**config.mk**
```make
export PLATFORM = sky130hd
export DESIGN_NAME = ex_muldiv
export DESIGN_NICKNAME = d
export VERILOG_FILES = /design/src/rtl/ex_muldiv_pkg.sv /design/src/rtl/ex_muldiv_signfix.sv /design/src/rtl/ex_muldiv.sv
export SDC_FILE = /design/constraint.sdc
export NUM_CORES = 2
export LEC_CHECK = 0
export ABC_AREA = 1
export CAP_MARGIN = 20
export CELL_PAD_IN_SITES_DETAIL_PLACEMENT = 1
export CELL_PAD_IN_SITES_GLOBAL_PLACEMENT = 1
export CORE_ASPECT_RATIO = 2
export CORE_MARGIN = 1.5
export CORE_UTILIZATION = 35
export CTS_BUF_LIST = sky130_fd_sc_hd__clkbuf_8 sky130_fd_sc_hd__clkbuf_16
export DETAILED_ROUTE_END_ITERATION = 6
export GPL_ROUTABILITY_DRIVEN = 0
export PLACE_DENSITY_LB_ADDON = 0.2
export SLEW_MARGIN = 20
export SYNTH_ARGS = -nofsm -noshare
export SYNTH_HDL_FRONTEND = slang
export SYNTH_SLANG_ARGS = --single-unit
```
**constraint.sdc**
```tcl
create_clock -name clk -period 8.18 [get_ports clk]
set_clock_uncertainty 0.1 [all_clocks]
set_input_delay 1.636 -clock clk [delete_from_list [all_inputs] [get_ports clk]]
set_output_delay 1.636 -clock clk [all_outputs]
set_load 0.01 [all_outputs]
```
**src/rtl/ex_muldiv_pkg.sv**
```systemverilog
// Shared types and constants for the RV64M iterative multiply/divide unit.
// Imported by ex_muldiv and its result-formatting sub-module.
package ex_muldiv_pkg;

  localparam int XLEN  = 64;
  localparam int CNT_W = 7;

  localparam logic [2:0] MD_MUL    = 3'd0;
  localparam logic [2:0] MD_MULH   = 3'd1;
  localparam logic [2:0] MD_MULHSU = 3'd2;
  localparam logic [2:0] MD_MULHU  = 3'd3;
  localparam logic [2:0] MD_DIV    = 3'd4;
  localparam logic [2:0] MD_DIVU   = 3'd5;
  localparam logic [2:0] MD_REM    = 3'd6;
  localparam logic [2:0] MD_REMU   = 3'd7;

  localparam logic [2*XLEN-1:0] ZERO_128 = '0;

  typedef enum logic [1:0] {
    ST_IDLE = 2'd0,
    ST_CALC = 2'd1,
    ST_DONE = 2'd2
  } md_state_e;

  function automatic logic [XLEN-1:0] sext32(
    input logic [31:0] v
  );
    return {{(XLEN-32){v[31]}}, v};
  endfunction

endpackage

```
**src/rtl/ex_muldiv_signfix.sv**
```systemverilog
// Result formatting for ex_muldiv: sign correction, half/quotient/remainder
// select and word-op sign extension.
module ex_muldiv_signfix
  import ex_muldiv_pkg::*;
(
  input  logic              is_mul_i,
  input  logic              sel_hi_i,
  input  logic              sel_rem_i,
  input  logic              neg_res_i,
  input  logic              neg_rem_i,
  input  logic              word_i,
  input  logic              byp_i,
  input  logic [XLEN-1:0]   byp_val_i,
  input  logic [2*XLEN-1:0] acc_i,
  output logic [XLEN-1:0]   res_o
);

  logic [2*XLEN-1:0] prod;
  logic [2*XLEN-1:0] prod_fix;
  logic [XLEN-1:0]   quot;
  logic [XLEN-1:0]   rem;
  logic [XLEN-1:0]   raw;

  always_comb begin
    // Word multiplies run half the iterations, so the product sits 32 bits up.
    prod     = word_i ? {32'b0, acc_i[2*XLEN-1:32]} : acc_i;
    prod_fix = neg_res_i ? -prod : prod;
    quot     = neg_res_i ? -acc_i[XLEN-1:0] : acc_i[XLEN-1:0];
    rem      = neg_rem_i ? -acc_i[2*XLEN-1:XLEN]
                         : acc_i[2*XLEN-1:XLEN];
    if (byp_i) begin
      raw = byp_val_i;
    end else if (is_mul_i) begin
      raw = sel_hi_i ? prod_fix[2*XLEN-1:XLEN]
                     : prod_fix[XLEN-1:0];
    end else begin
      raw = sel_rem_i ? rem : quot;
    end
    res_o = word_i ? sext32(raw[31:0]) : raw;
  end

endmodule

```
**src/rtl/ex_muldiv.sv**
```systemverilog
// Iterative RV64M multiply/divide unit in EX: shift-add multiply and
// restoring divide, one bit per cycle, stalling the pipe while busy.
module ex_muldiv
  import ex_muldiv_pkg::*;
(
  input  logic            clk,
  input  logic            rst,
  input  logic            md_valid_i,
  input  logic [2:0]      md_funct3_i,
  input  logic            md_word_i,
  input  logic [XLEN-1:0] md_rs1_i,
  input  logic [XLEN-1:0] md_rs2_i,
  input  logic            md_flush_i,
  output logic            md_stall_req,
  output logic [XLEN-1:0] md_result_o,
  output logic            md_result_valid,
  output logic            md_busy_o
);

  md_state_e         state_q, state_d;
  logic [CNT_W-1:0]  cnt_q, cnt_d;
  logic [2*XLEN-1:0] acc_q, acc_d;
  logic [XLEN-1:0]   opb_q, opb_d;
  logic              mul_q, mul_d;
  logic              hi_q, hi_d;
  logic              rem_q, rem_d;
  logic              negr_q, negr_d;
  logic              negm_q, negm_d;
  logic              word_q, word_d;
  logic              byp_q, byp_d;
  logic [XLEN-1:0]   bypv_q, bypv_d;
  logic [XLEN-1:0]   res_q, res_d;
  logic              vld_q, vld_d;
  logic [XLEN-1:0]   fix_res;

  logic              dec_mul;
  logic              a_sgn, b_sgn;
  logic              a_neg, b_neg;
  logic [XLEN-1:0]   a_ext, b_ext;
  logic [XLEN-1:0]   a_mag, b_mag;
  logic              div0, ovf;

  always_comb begin
    dec_mul = !md_funct3_i[2];
    a_sgn   = 1'b0;
    b_sgn   = 1'b0;
    unique case (md_funct3_i)
      MD_MUL, MD_MULHU, MD_DIVU, MD_REMU: begin
        a_sgn = 1'b0;
        b_sgn = 1'b0;
      end
      MD_MULH, MD_DIV, MD_REM: begin
        a_sgn = 1'b1;
        b_sgn = 1'b1;
      end
      MD_MULHSU: a_sgn = 1'b1;
      default: ;
    endcase
    a_ext = md_word_i
          ? (a_sgn ? sext32(md_rs1_i[31:0]) : {32'b0, md_rs1_i[31:0]})
          : md_rs1_i;
    b_ext = md_word_i
          ? (b_sgn ? sext32(md_rs2_i[31:0]) : {32'b0, md_rs2_i[31:0]})
          : md_rs2_i;
    a_neg = a_sgn && a_ext[XLEN-1];
    b_neg = b_sgn && b_ext[XLEN-1];
    a_mag = a_neg ? -a_ext : a_ext;
    b_mag = b_neg ? -b_ext : b_ext;
    div0  = md_word_i ? (b_ext[31:0] == 32'b0) : (b_ext == '0);
    ovf   = a_sgn && b_sgn && !dec_mul && (md_word_i
          ? (a_ext[31:0] == 32'h8000_0000 && b_ext[31:0] == 32'hFFFF_FFFF)
          : (a_ext == {1'b1, {(XLEN-1){1'b0}}} && b_ext == '1));
  end

  logic [XLEN:0]     mul_sum;
  logic [2*XLEN-1:0] mul_nxt;
  logic [XLEN:0]     rem_sh;
  logic [XLEN-1:0]   rem_sub;
  logic              div_ge;
  logic [2*XLEN-1:0] div_nxt;

  always_comb begin
    mul_sum = {1'b0, acc_q[2*XLEN-1:XLEN]}
            + {1'b0, (acc_q[0] ? opb_q : {XLEN{1'b0}})};
    mul_nxt = {mul_sum, acc_q[XLEN-1:1]};
    // Shifted partial remainder needs one extra bit before the compare.
    rem_sh  = {acc_q[2*XLEN-1:XLEN], acc_q[XLEN-1]};
    div_ge  = rem_sh >= {1'b0, opb_q};
    rem_sub = rem_sh[XLEN-1:0] - opb_q;
    div_nxt = {div_ge ? rem_sub : rem_sh[XLEN-1:0],
               acc_q[XLEN-2:0], div_ge};
  end

  always_comb begin
    state_d = state_q;
    cnt_d   = cnt_q;
    acc_d   = acc_q;
    opb_d   = opb_q;
    mul_d   = mul_q;
    hi_d    = hi_q;
    rem_d   = rem_q;
    negr_d  = negr_q;
    negm_d  = negm_q;
    word_d  = word_q;
    byp_d   = byp_q;
    bypv_d  = bypv_q;
    unique case (state_q)
      ST_IDLE: begin
        if (md_valid_i && !md_flush_i) begin
          mul_d  = dec_mul;
          hi_d   = dec_mul && (md_funct3_i[1:0] != 2'b00);
          rem_d  = md_funct3_i[1];
          word_d = md_word_i;
          negr_d = a_neg ^ b_neg;
          negm_d = a_neg;
          byp_d  = !dec_mul && (div0 || ovf);
          if (div0) begin
            bypv_d = md_funct3_i[1] ? a_ext : '1;
          end else begin
            bypv_d = md_funct3_i[1] ? '0 : a_ext;
          end
          cnt_d = md_word_i ? CNT_W'(XLEN/2) : CNT_W'(XLEN);
          if (dec_mul) begin
            opb_d = md_word_i ? {32'b0, a_mag[31:0]} : a_mag;
            acc_d = {{XLEN{1'b0}},
                     md_word_i ? {32'b0, b_mag[31:0]} : b_mag};
          end else begin
            opb_d = md_word_i ? {32'b0, b_mag[31:0]} : b_mag;
            acc_d = {{XLEN{1'b0}},
                     md_word_i ? {a_mag[31:0], 32'b0} : a_mag};
          end
          state_d = byp_d ? ST_DONE : ST_CALC;
        end
      end
      ST_CALC: begin
        cnt_d = cnt_q - 1'b1;
        acc_d = mul_q ? mul_nxt : div_nxt;
        if (cnt_q == CNT_W'(1)) state_d = ST_DONE;
      end
      ST_DONE: state_d = ST_IDLE;
      default: state_d = ST_IDLE;
    endcase
    if (md_flush_i) state_d = ST_IDLE;
  end

  ex_muldiv_signfix u_signfix (
    .is_mul_i  (mul_d),
    .sel_hi_i  (hi_d),
    .sel_rem_i (rem_d),
    .neg_res_i (negr_d),
    .neg_rem_i (negm_d),
    .word_i    (word_d),
    .byp_i     (byp_d),
    .byp_val_i (bypv_d),
    .acc_i     (acc_d),
    .res_o     (fix_res)
  );

  always_comb begin
    vld_d = (state_d == ST_DONE);
    res_d = vld_d ? fix_res : res_q;
  end

  always_ff @(posedge clk) begin
    if (!rst) begin
      state_q <= ST_IDLE;
      cnt_q   <= '0;
      acc_q   <= ZERO_128;
      opb_q   <= '0;
      mul_q   <= 1'b0;
      hi_q    <= 1'b0;
      rem_q   <= 1'b0;
      negr_q  <= 1'b0;
      negm_q  <= 1'b0;
      word_q  <= 1'b0;
      byp_q   <= 1'b0;
      bypv_q  <= '0;
      res_q   <= '0;
      vld_q   <= 1'b0;
    end else begin
      state_q <= state_d;
      cnt_q   <= cnt_d;
      acc_q   <= acc_d;
      opb_q   <= opb_d;
      mul_q   <= mul_d;
      hi_q    <= hi_d;
      rem_q   <= rem_d;
      negr_q  <= negr_d;
      negm_q  <= negm_d;
      word_q  <= word_d;
      byp_q   <= byp_d;
      bypv_q  <= bypv_d;
      res_q   <= res_d;
      vld_q   <= vld_d;
    end
  end

  assign md_stall_req = (state_q == ST_IDLE && md_valid_i && !md_flush_i)
                     || (state_q == ST_CALC);
  assign md_result_o     = res_q;
  assign md_result_valid = vld_q;
  assign md_busy_o       = (state_q != ST_IDLE);

endmodule

```
==> results.sh, run 1 <==
export IMPL_num_rows=190
export IMPL_async_flop_share=0
export IMPL_ys_types=67
export IMPL_grt_max_degree=139
export IMPL_status="did not finish"
export IMPL_synth_area_sq_um=46970
export IMPL_boundaryPins=203
export IMPL_grt_pass1_vias=76470
export IMPL_synth_top_family_by_area="simple AND/OR/NAND/NOR gates"
export IMPL_grt_overflow=648
export IMPL_cts_buffers=37
export IMPL_cts_hold_buf=0
export IMPL_syn_inst=9054
export IMPL_grt_pass1_wl_mm=634.0
export IMPL_die_x_um=262.0
export IMPL_seq_area_frac_synth=0.1436
export IMPL_yosys_area_share_adder=0.03708
export IMPL_syn_area_per_cell_sq_um=5.187
export IMPL_root_buffer="clkbuf_16"
export IMPL_die_h_um=521.1
export IMPL_synthMuxAreaShare=0.0002131
export IMPL_cts_setup_buffers=0
export IMPL_synth_xor_area_frac=0.03040
export IMPL_stop_error="[ERROR GRT-0116] Global routing finished with congestion. Check the congestion regions in the DRC Viewer."
export IMPL_grt_usage=0.6322
export IMPL_synth_compound_area_frac=0.1743
export IMPL_dp_hpwl_mm=291.2
export IMPL_yosysWarnings=0
export IMPL_start_util=0.3515
export IMPL_yosys_area_share_simple=0.4817
export IMPL_dp_cells=10820
export IMPL_postCtsResizedCells=0
export IMPL_port_buffers=202
export IMPL_htreeDepth=2
export IMPL_clockBufferDepth=3
export IMPL_ys_seq_elements=337
export IMPL_synthesis_nets=9328
export IMPL_haltStage="global routing"
export IMPL_synth_edff_count=0
export IMPL_cts_sinks=337
export IMPL_synth_ff_type="dfxtp_1"
==> synth_stat cells, types with 6 or more instances <==
cell | count | share of area
clkinv_1 | 6 | 0.00048
o21ai_0 | 510 | 0.054
dfxtp_1 | 337 | 0.14
a31oi_1 | 64 | 0.0085
nand3b_1 | 58 | 0.0093
o22ai_1 | 24 | 0.0032
inv_2 | 52 | 0.0042
nand4_1 | 173 | 0.023
nor2_4 | 6 | 0.0014
o21bai_1 | 22 | 0.0035
buf_6 | 17 | 0.0041
xor2_1 | 123 | 0.023
a21o_1 | 6 | 0.00096
a21oi_1 | 608 | 0.065
nand3_2 | 41 | 0.0087
nor3_1 | 83 | 0.0088
o21ai_2 | 15 | 0.0028
o21a_1 | 9 | 0.0014
nand2_2 | 26 | 0.0035
or2_2 | 18 | 0.0024
a22oi_1 | 25 | 0.0040
xnor2_1 | 40 | 0.0075
nor2_2 | 37 | 0.0049
nor3_2 | 6 | 0.0013
nand3_1 | 838 | 0.089
buf_4 | 17 | 0.0027
o31ai_1 | 8 | 0.0013
o211ai_2 | 9 | 0.0024
and2_1 | 10 | 0.0013
nor4_1 | 21 | 0.0028
o221ai_1 | 39 | 0.0073
nand2_1 | 2786 | 0.22
buf_2 | 42 | 0.0045
ha_1 | 136 | 0.036
inv_1 | 1157 | 0.092
a21boi_0 | 6 | 0.00096
nor2_1 | 1227 | 0.098
o211ai_1 | 58 | 0.0093
buf_1 | 75 | 0.0060
o21ai_1 | 59 | 0.0063
clkbuf_1 | 217 | 0.017
==> kinds of logic after synthesis <==
group,after synthesis
and+or+nand+nor,5350
buffers and inverters,1586
xor gates and xnor gates,163
muxes,1
adders and majority gates,138
DFF,337
AOI/OAI and AO/OA,1479
==> metrics by stage <==
step / hold WS, ns / cell area [sq um] / setup WS (ns) / utilization
2_1_floorplan: 0.3471 / 46970 / 3.115 / -
3_3_place_gp: 0.3587 / 51170 / 0.5097 / 0.3830
3_5_place_dp: 0.3649 / 51170 / 0.4419 / 0.3830
4_1_cts: 0.3790 / 52440 / 1.010 / 0.3925
==> layer usage <==
metal,GRT usage,overflow
met1,0.6356,2
met2,0.8439,381
met3,0.3922,5
met4,0.6625,258
met5,0.09055,2
==> run 2, diff against run 1 <==
==> config.mk (replaced) <==
export PLATFORM = sky130hd
export DESIGN_NAME = ex_muldiv
export DESIGN_NICKNAME = d
export VERILOG_FILES = /design/src/rtl/ex_muldiv_pkg.sv /design/src/rtl/ex_muldiv_signfix.sv /design/src/rtl/ex_muldiv.sv
export SDC_FILE = /design/constraint.sdc
export NUM_CORES = 2
export LEC_CHECK = 0
export ABC_AREA = 1
export CAP_MARGIN = 20
export CORE_MARGIN = 1.5
export CORE_UTILIZATION = 20
export DETAILED_ROUTE_END_ITERATION = 6
export GPL_ROUTABILITY_DRIVEN = 0
export PLACE_DENSITY_LB_ADDON = 0.15
export SLEW_MARGIN = 20
export SYNTH_ARGS = -nofsm -noshare
export SYNTH_HDL_FRONTEND = slang
export SYNTH_SLANG_ARGS = --single-unit
==> run 2 against run 1 <==
Effect of this change: the flow now finishes, with violations (design-rule violations); synthesized area unchanged; synthesized cell count is the same.
==> results.sh, run 2 <==
export IMPL_critPathMaxFanout=31
export IMPL_period_needed_ns=7.792
export IMPL_relSlewSlack=0.1989
export IMPL_synthMuxAreaShare=0.0002131
export IMPL_setup_worst_path_end_class="flip-flop"
export IMPL_drt_iter0_markers=9030
export IMPL_hp_class="reg2reg"
export IMPL_synth_ff_type="dfxtp_1"
export IMPL_utilization=0.2352
export IMPL_n_fill_cell=27630
export IMPL_synth_compound_area_frac=0.1743
export IMPL_synth_area_leader_cell="nand2_1"
export IMPL_async_flop_share=0
export IMPL_synth_commonest_cells="nand2_1, nor2_1, inv_1"
export IMPL_firstDrtPassIters=7
export IMPL_dp_hpwl_mm=285.4
export IMPL_syn_inst=9054
export IMPL_die_x_um=487.6
export IMPL_syn_area_per_cell_sq_um=5.187
export IMPL_drive_gt1_frac=0.05930
export IMPL_via_per_inst=5.193
export IMPL_synth_edff_count=0
export IMPL_final_hold_violation_count=0
export IMPL_vias=64010
export IMPL_crit_required_ns=8.64
export IMPL_wirelength_mm=342.6
export IMPL_fin_setup_tns_ns=0
export IMPL_grt_usage=0.2772
export IMPL_grt_overflow=0
export IMPL_yosys_area_share_adder=0.03708
export IMPL_ys_seq_elements=337
export IMPL_grt_pass1_vias=59490
export IMPL_cp_start_kind="flip-flop"
export IMPL_seq_area_sq_um=6753
export IMPL_boundaryPins=203
export IMPL_p_per_area_nw_per_um2=184.9
export IMPL_yosys_area_top_type_share=0.2227
export IMPL_wl_per_cell_um=27.80
export IMPL_num_rows=177
export IMPL_synth_area_leaders="nand2_1, dfxtp_1, nor2_1, inv_1, nand3_1"
export IMPL_clockBufferDepth=3
export IMPL_finalNonFillerCells=12330
export IMPL_maxCapViolCount=0
export IMPL_finalNetCount=9428
export IMPL_max_freq_mhz=128.3
export IMPL_leakagePower_nw=26.20
export IMPL_coreArea_sq_um=233000
export IMPL_vdd_drop_max_v=0.0001434
export IMPL_cts_setup_buffers=0
export IMPL_tightest_slew_ns=1.189
export IMPL_multi_input_area_sq_um=34090
export IMPL_cts_sinks=337
export IMPL_insertion_delay_ns=0.71
export IMPL_syn_to_final_growth_pct=16.66
export IMPL_die_h_um=487.6
export IMPL_ys_types=67
export IMPL_cts_hold_buf=0
export IMPL_clk_pin_slew_worst_paths_ns=0.06
export IMPL_synth_xor_area_frac=0.03040
export IMPL_path_class="reg2reg"
export IMPL_dp_cells=12240
export IMPL_synth_top_family_by_area="simple AND/OR/NAND/NOR gates"
export IMPL_antenna_found_initial=17
export IMPL_drc=10
export IMPL_cts_buffers=48
export IMPL_grt_max_degree=144
export IMPL_ant_nets=0
export IMPL_postCtsResizedCells=0
export IMPL_crit_arrival_ns=8.26
export IMPL_synthesis_nets=9328
export IMPL_grt_pass1_wl_mm=467.2
export IMPL_slew_violations=0
export IMPL_htreeDepth=2
export IMPL_root_buffer="clkbuf_16"
export IMPL_seq_area_frac_synth=0.1436
export IMPL_timing_final_crit_share=0.9526
export IMPL_top_register="acc_q"
export IMPL_cts_tree="yes"
export IMPL_synth_most_common_cell="nand2_1"
export IMPL_yosys_area_share_simple=0.4817
export IMPL_status="finished with violations"
export IMPL_mostFrequentLayoutCell="nand2_1"
export IMPL_die_area_sq_um=237700
export IMPL_largest_reg_flops=128
export IMPL_yosysWarnings=0
export IMPL_violations="design-rule violations"
export IMPL_synth_area_sq_um=46970
export IMPL_rsz0062_at_grt="no"
export IMPL_finalSetupViolCount=0
export IMPL_layout_common_cells="nand2_1, nor2_1, inv_1, nand3_1, a21oi_1"
export IMPL_port_buffers=202
export IMPL_start_util=0.2016
## run 2: cell type report
type                       instances  share of cell area
clock buffer                      63             0.02405
timing repair buffer             420             0.06929
antenna                            2          0.00009135
multi-input combinational       7131              0.6221
sequential                       337              0.1232
tap                             3132             0.07152
inverter                        1216             0.08360
clock inverter                    24            0.006074
## run 2: cells by family after synthesis
kind of cell | count (synthesis)
buffers and inverters | 1586
multiplexers | 1
XOR/XNOR | 163
AND/OR/NAND/NOR | 5350
AO/OA/AOI/OAI | 1479
flip-flops | 337
adder cells (fa/ha/maj) | 138
## run 2: per-stage QoR
step | instance area (sq um) | hold WS (ns) | power (mW) | worst slack (ns)
floorplan | 46970 | 0.3471 | 5.054 | 3.115
global placement | 53130 | 0.3561 | 7.596 | 0.2711
detailed placement | 53130 | 0.3600 | 7.565 | 0.3176
CTS | 54790 | 0.3724 | 9.873 | 1.005
global route | 54790 | 0.3875 | 10.48 | 0.3346
finish | 54790 | 0.3702 | 10.13 | 0.3878
## run 2: power by group
part | leakage, nW | internal (mW) | total [mW] | switching, mW
combinational | 22.7 | 1.46 | 6.00 | 4.53
clock | 0.806 | 1.30 | 2.30 | 1.00
sequential | 2.74 | 1.72 | 1.83 | 0.113
## run 2: final timing paths
check | from | end | slack [ns] | cells after the start
min reg2reg | md_result_o[15] | md_result_o[15] | 0.37 | 2
max | acc_q[0] | md_result_o[27] | 0.39 | 27
min | md_result_o[15] | md_result_o[15] | 0.37 | 2
max reg2reg | acc_q[0] | md_result_o[27] | 0.39 | 27
## run 2: critical path: stages, from the launching register on
cell and delay [ns]:
dfxtp_2 0.85, buf_4 0.31, buf_4 0.18, nand2_1 0.07, inv_1 0.18, ha_1 0.41, a21oi_1 0.44, o21ai_0 0.21
a21oi_1 0.22, inv_1 0.09, o21ai_0 0.32, nand3_1 0.13, nand2_1 0.07, nand3_1 0.07, nand4_1 0.22, nand2_1 0.28
o21ai_1 0.76, nand2_1 0.26, nor2_1 0.22, nand2_1 0.12, nor2_1 0.19, nand2_1 0.08, o21ai_1 0.45, o21ai_0 0.20
o21ai_1 0.57, nand2_1 0.31, nand3_1 0.17, a21oi_1 0.07
## run 2: per-layer routing
| layer | up-vias | GRT usage | part of all wire |
|---|---|---|---|
| li1 | 29380 | - | - |
| met1 | 29940 | 0.3460 | 0.40 |
| met2 | 3870 | 0.4196 | 0.42 |
| met3 | 814 | 0.06637 | 0.10 |
| met4 | 12 | 0.1886 | 0.081 |
| met5 | - | 0 | 0.00025 |
Power figures use the tool's default switching activity.
